==> src/rtl/mips_io_port_responder.sv <==
// Memory-mapped I/O port for a MIPS MEM stage: an output latch, a synchronized input
// port, and a FIFO of input-change samples with sticky change/overflow flags.
module mips_io_port_responder #(
  parameter logic [31:0] BASE_ADDRESS = 32'h1001_0040,
  parameter int          FIFO_DEPTH   = 4
) (
  input  logic        clk,
  input  logic        reset,
  input  logic        MemWrite,
  input  logic        MemRead,
  input  logic [31:0] Address,
  input  logic [31:0] WriteData,
  input  logic [7:0]  PortIn,
  output logic [31:0] ReadData,
  output logic        Hit,
  output logic [31:0] PortOut,
  output logic        IrqPending
);

  localparam int         PW    = (FIFO_DEPTH > 1) ? $clog2(FIFO_DEPTH) : 1;
  localparam logic [4:0] DEPTH = 5'(FIFO_DEPTH);

  logic [7:0]    fifo_mem [FIFO_DEPTH];
  logic [PW-1:0] rd_ptr;
  logic [PW-1:0] wr_ptr;
  logic [4:0]    count;
  logic [7:0]    sync1;
  logic [7:0]    sync2;
  logic [7:0]    prev;
  logic          chg;
  logic          ovf;

  logic [1:0]  offset;
  logic        empty;
  logic        full;
  logic        out_we;
  logic [1:0]  w1c;
  logic        pop_req;
  logic        push;
  logic        do_pop;
  logic        do_push;
  logic        ovf_event;
  logic [31:0] status;
  logic        byte_lane_unused;

  assign byte_lane_unused = ^Address[1:0];

  // Decode and FIFO control; a push into a full FIFO only succeeds if a pop frees a slot.
  always_comb begin
    Hit       = (Address[31:4] == BASE_ADDRESS[31:4]);
    offset    = Address[3:2];
    empty     = (count == 5'd0);
    full      = (count == DEPTH);
    out_we    = MemWrite && Hit && (offset == 2'd0);
    w1c       = (MemWrite && Hit && (offset == 2'd2)) ? WriteData[1:0] : 2'b00;
    pop_req   = MemRead && Hit && (offset == 2'd3);
    push      = (sync2 != prev);
    do_pop    = pop_req && !empty;
    do_push   = push && (!full || do_pop);
    ovf_event = push && full && !do_pop;
    status    = {23'b0, count, full, empty, ovf, chg};
  end

  always_comb begin
    ReadData = 32'h0;
    if (MemRead && Hit) begin
      case (offset)
        2'd0:    ReadData = PortOut;
        2'd1:    ReadData = {24'b0, sync2};
        2'd2:    ReadData = status;
        default: ReadData = empty ? 32'h0 : {24'b0, fifo_mem[rd_ptr]};
      endcase
    end
  end

  assign IrqPending = chg || !empty;

  always_ff @(posedge clk) begin
    if (!reset && do_push) begin
      fifo_mem[wr_ptr] <= sync2;
    end
  end

  // Flag updates let a new event win over a same-cycle write-1-to-clear.
  always_ff @(posedge clk) begin
    if (reset) begin
      PortOut <= 32'h0;
      sync1   <= 8'h0;
      sync2   <= 8'h0;
      prev    <= 8'h0;
      chg     <= 1'b0;
      ovf     <= 1'b0;
      rd_ptr  <= '0;
      wr_ptr  <= '0;
      count   <= 5'd0;
    end else begin
      sync1 <= PortIn;
      sync2 <= sync1;
      prev  <= sync2;
      if (out_we) begin
        PortOut <= WriteData;
      end
      chg <= (chg && !w1c[0]) || push;
      ovf <= (ovf && !w1c[1]) || ovf_event;
      if (do_push) begin
        wr_ptr <= wr_ptr + 1'b1;
      end
      if (do_pop) begin
        rd_ptr <= rd_ptr + 1'b1;
      end
      case ({do_push, do_pop})
        2'b10:   count <= count + 5'd1;
        2'b01:   count <= count - 5'd1;
        default: count <= count;
      endcase
    end
  end

endmodule

==> config.mk <==
export PLATFORM = sky130hd
export DESIGN_NAME = mips_io_port_responder
export DESIGN_NICKNAME = d
export VERILOG_FILES = /design/src/rtl/mips_io_port_responder.sv
export SDC_FILE = /design/constraint.sdc
export NUM_CORES = 1
export LEC_CHECK = 0
export ABC_AREA = 1
export BUFFER_PORTS_ARGS = -buffer_cell sky130_fd_sc_hd__buf_4
export CORE_AREA = 4 4 101 103
export CTS_CLUSTER_SIZE = 16
export DETAILED_ROUTE_END_ITERATION = 16
export DIE_AREA = 0 0 105 107
export GPL_TIMING_DRIVEN = 0
export MAX_ROUTING_LAYER = met4
export PLACE_DENSITY = 0.76
export SLEW_MARGIN = 5
export SYNTH_ARGS = -nofsm -noshare
export SYNTH_HDL_FRONTEND = slang
export SYNTH_SLANG_ARGS = --single-unit
==> constraint.sdc <==
create_clock -name clk -period 2.96 [get_ports clk]
set_clock_uncertainty 0.15 [all_clocks]
set_input_delay 0.148 -clock clk [delete_from_list [all_inputs] [get_ports clk]]
set_output_delay 0.148 -clock clk [all_outputs]
set_load 0.03 [all_outputs]
==> results.md <==
* Status: finished clean
* Sequential Power Share at 0.538
* Syn Area/Cell at just over 8 µm²
* Die area at around 0.011 mm²
* Worst hold slack at around 0.058 ns
* Leakage at about 2.9 nW
* Critical path arrival at slightly below 3 ns
* Worst setup EP type: flop
* Post-CTS setup buffer count at 0
* Period utilization at 0.932
* Clock group share of total power at 0.311
* Cell area after synthesis at around 0.0046 mm²
* Unrepaired setup endpoints after global routing: no
* Slew headroom at 0.136
* Clock Latency Late Sink at approximately 0.37 ns
* Kind of critical path: flop to flop
* Setup violators final at 0
* IO Count at roughly 140
* Die Ht at 107 µm
* Critical Path Fanout Max at 7
* Ant diodes at 0
* Chip Width at 105 µm
* Clock Tree Root: clkbuf_8
* Total CTS buffers at 9
* CTS tree: built
* Sequential share of the synthesized area at 0.505
* Fin crit period at between 2 and 3 ns
* Crit path cell chain: inv_2, nand2_1, nand2_1, nor2_1, nand2_1, nor2_4, nand4_4, inv_1, ha_1, inv_1, o21bai_1, a31oi_1, inv_1, nand3_1, nand3_1, nand2_1, inv_1, nor2_1
* Fillers at between 700 and 800
* Iteration-0 DRC Markers at between 200 and 300
* Utilization after layout at 0.700
* Max Root-Sink Buffers at 2
* Initial antenna violation count at 0
* Peak supply drop at 0.402 mV
* Core ar. at ~0.0092 mm²
* WL/cell at roughly 16 µm
* CTS sink count at around 100
* Sw Ratio at 0.288
* Synth cell types at 39
* Cell Int Power at 2.03 mW
* Cells after synthesis at between 500 and 600
* Worst path required time at 3.12 ns
* Port-buffer cells at approximately 140
* Detailed-route via count at around 4500
* Nets at around 830
* Row cnt at 35
* Crit path max-delay family: simple AND/OR/NAND/NOR gates
* Area Overhead vs Synth at 39.0%
* Grt ovf at 0
* Switching pwr at 821 µW
* Slowest CP cell: dfxtp_1
* CTS clk-pin slew, worst paths at between 0.1 and 0.15 ns
* Crit-path max cell delay at about 0.54 ns
* Drt drc at 0
* Yosys reg bits at about 100
* Warnings from Yosys at 0
* Net Count, Synth at 642
* Largest net degree at the start of global routing at 22
* Routed WL at between 10 and 15 mm
* MaxCap Viol Count at 0
* Maximum clock rate at 0.362 GHz
* Initial Utilization at 0.504
* Antenna Nets Post-Route at 0
* PD cells at 443 mW/mm²
* Share of layout cells above drive strength 1 at 0.257
* Vias per Instance at approximately 5.2
* GRT Util Overall at 0.248
* GP Congestion at 0.856
* Global-route wire length before repair at between 20 and 25 mm
* Final Hold Vio Count at 0
* Critical path startpoint category: flop
* Router iterations before antenna repair at 5
* Slew Limit Fails at 0
* Vias in the first global route at approximately 4700
* HPWL Detailed at roughly 10 mm
* Hold crit path type: primary input to flop
* Gate power share at 0.151
* H-tree depth at 3
* Worst slew pin tran at approximately 1.3 ns
* Crit path buffers/inverters at 5
==> flip-flops by register name, indices dropped and copies added (netlist names), named ones only <==
register and cells:
fifo_mem 32, PortOut 32, chg 1, ovf 1, prev 8, rd_ptr 2, sync2 8, sync1 8
wr_ptr 2, count 5
==> layout make-up <==
cell class	count	area, µm²	share of cell area
sequential	101	2350	0.364
timing repair buffer	180	1450	0.226
clock buffer	9	124	0.0192
tap	111	139	0.0216
inverter	113	424	0.0659
clock inverter	7	81.3	0.0126
buffer	22	131	0.0204
multi-input combinational	322	1740	0.270
==> power groups by stage <==
stage | logic [mW] | clock network (mW) | registers [mW]
detailed placement | 0.379 | 0 | 1.57
global route | 0.475 | 0.955 | 1.54
global placement | 0.367 | 0 | 1.56
CTS | 0.425 | 0.903 | 1.53
finish | 0.430 | 0.888 | 1.53
floorplan | 0.224 | 0 | 1.55
==> through the flow <==
stage	TNS [ns]	std cells	area [µm²]	total power [mW]	worst slack, ns
after floorplan	0	558	4630	1.78	0.743
after global placement	-0.911	808	5820	1.93	-0.0487
after detailed placement	-2.34	808	5820	1.94	-0.203
after CTS	0	865	6430	2.86	0.0309
after global routing	0	865	6440	2.97	0.00643
final	0	865	6440	2.85	0.201
==> cell families after synthesis <==
| kind of cell | share of synthesized area |
|---|---|
| and+or+nand+nor | 0.184 |
| buffers and inverters | 0.120 |
| AOI/OAI and AO/OA | 0.161 |
| DFF | 0.505 |
| adders and majority gates | 0.0232 |
| xor gates and xnor gates | 0.00567 |
==> routing by layer <==
layer / GRT usage / vias up / wire length, µm
li1: - / 2214 / -
met4: 0.110 / 0 / 484
met1: 0.271 / 2075 / 5270
met3: 0.0446 / 47 / 859
met5: - / - / 0
met2: 0.444 / 203 / 7010
==> placed cells by master, fill, tap and decap left out, types with 6 or more instances in the layout <==
cell type,netlist,layout
o21ai_1,27,27
a221oi_1,9,9
nand3_1,15,15
clkbuf_8,0,9
ha_1,7,7
inv_1,105,105
o21ai_0,18,18
clkbuf_1,10,10
edfxtp_1,32,32
inv_2,6,6
buf_6,6,6
nand2_1,67,67
dlygate4sd3_1,0,41
nor3_1,24,24
a21oi_1,59,59
dfxtp_1,69,66
o221ai_1,6,6
nor2_1,51,51
buf_4,0,139
==> final timing paths <==
kind             from              to  slack (ns)  cells past startpoint
max reg2reg  sync2[2]        count[4]        0.20                     18
min             reset  fifo_mem[2][7]        0.06                      2
max          sync2[2]        count[4]        0.20                     18
min reg2reg  sync1[0]        sync2[0]        0.25                      2
==> cell usage after synthesis, drive strengths merged <==
master	number	area, µm²
ha	7	87.6
clkinv	2	7.51
clkbuf	10	37.5
nor2	57	239
xor2	2	17.5
o21bai	1	7.51
o21ai	47	243
a31oi	1	6.26
nand4	5	52.6
fa	1	20.0
o221a	4	45.0
nand2	69	269
a21oi	59	295
dfxtp	69	1380
inv	111	417
o211a	2	20.0
o221ai	6	52.6
buf	12	93.8
nor3b	4	30.0
xnor2	1	8.76
a221oi	9	78.8
or2	1	6.26
edfxtp	32	961
nor3	24	120
nand3	18	113
nor4	4	25.0
==> what timing repair did <==
| item | in CTS | in global routing |
|---|---|---|
| endpoints found under the hold margin | 43 | 0 |
| endpoints found under the setup margin | 0 | 1 |
| hold buffers | 41 | 0 |
| gates resized for setup | 0 | 3 |
No activity file was read; power rests on OpenSTA's default activity.
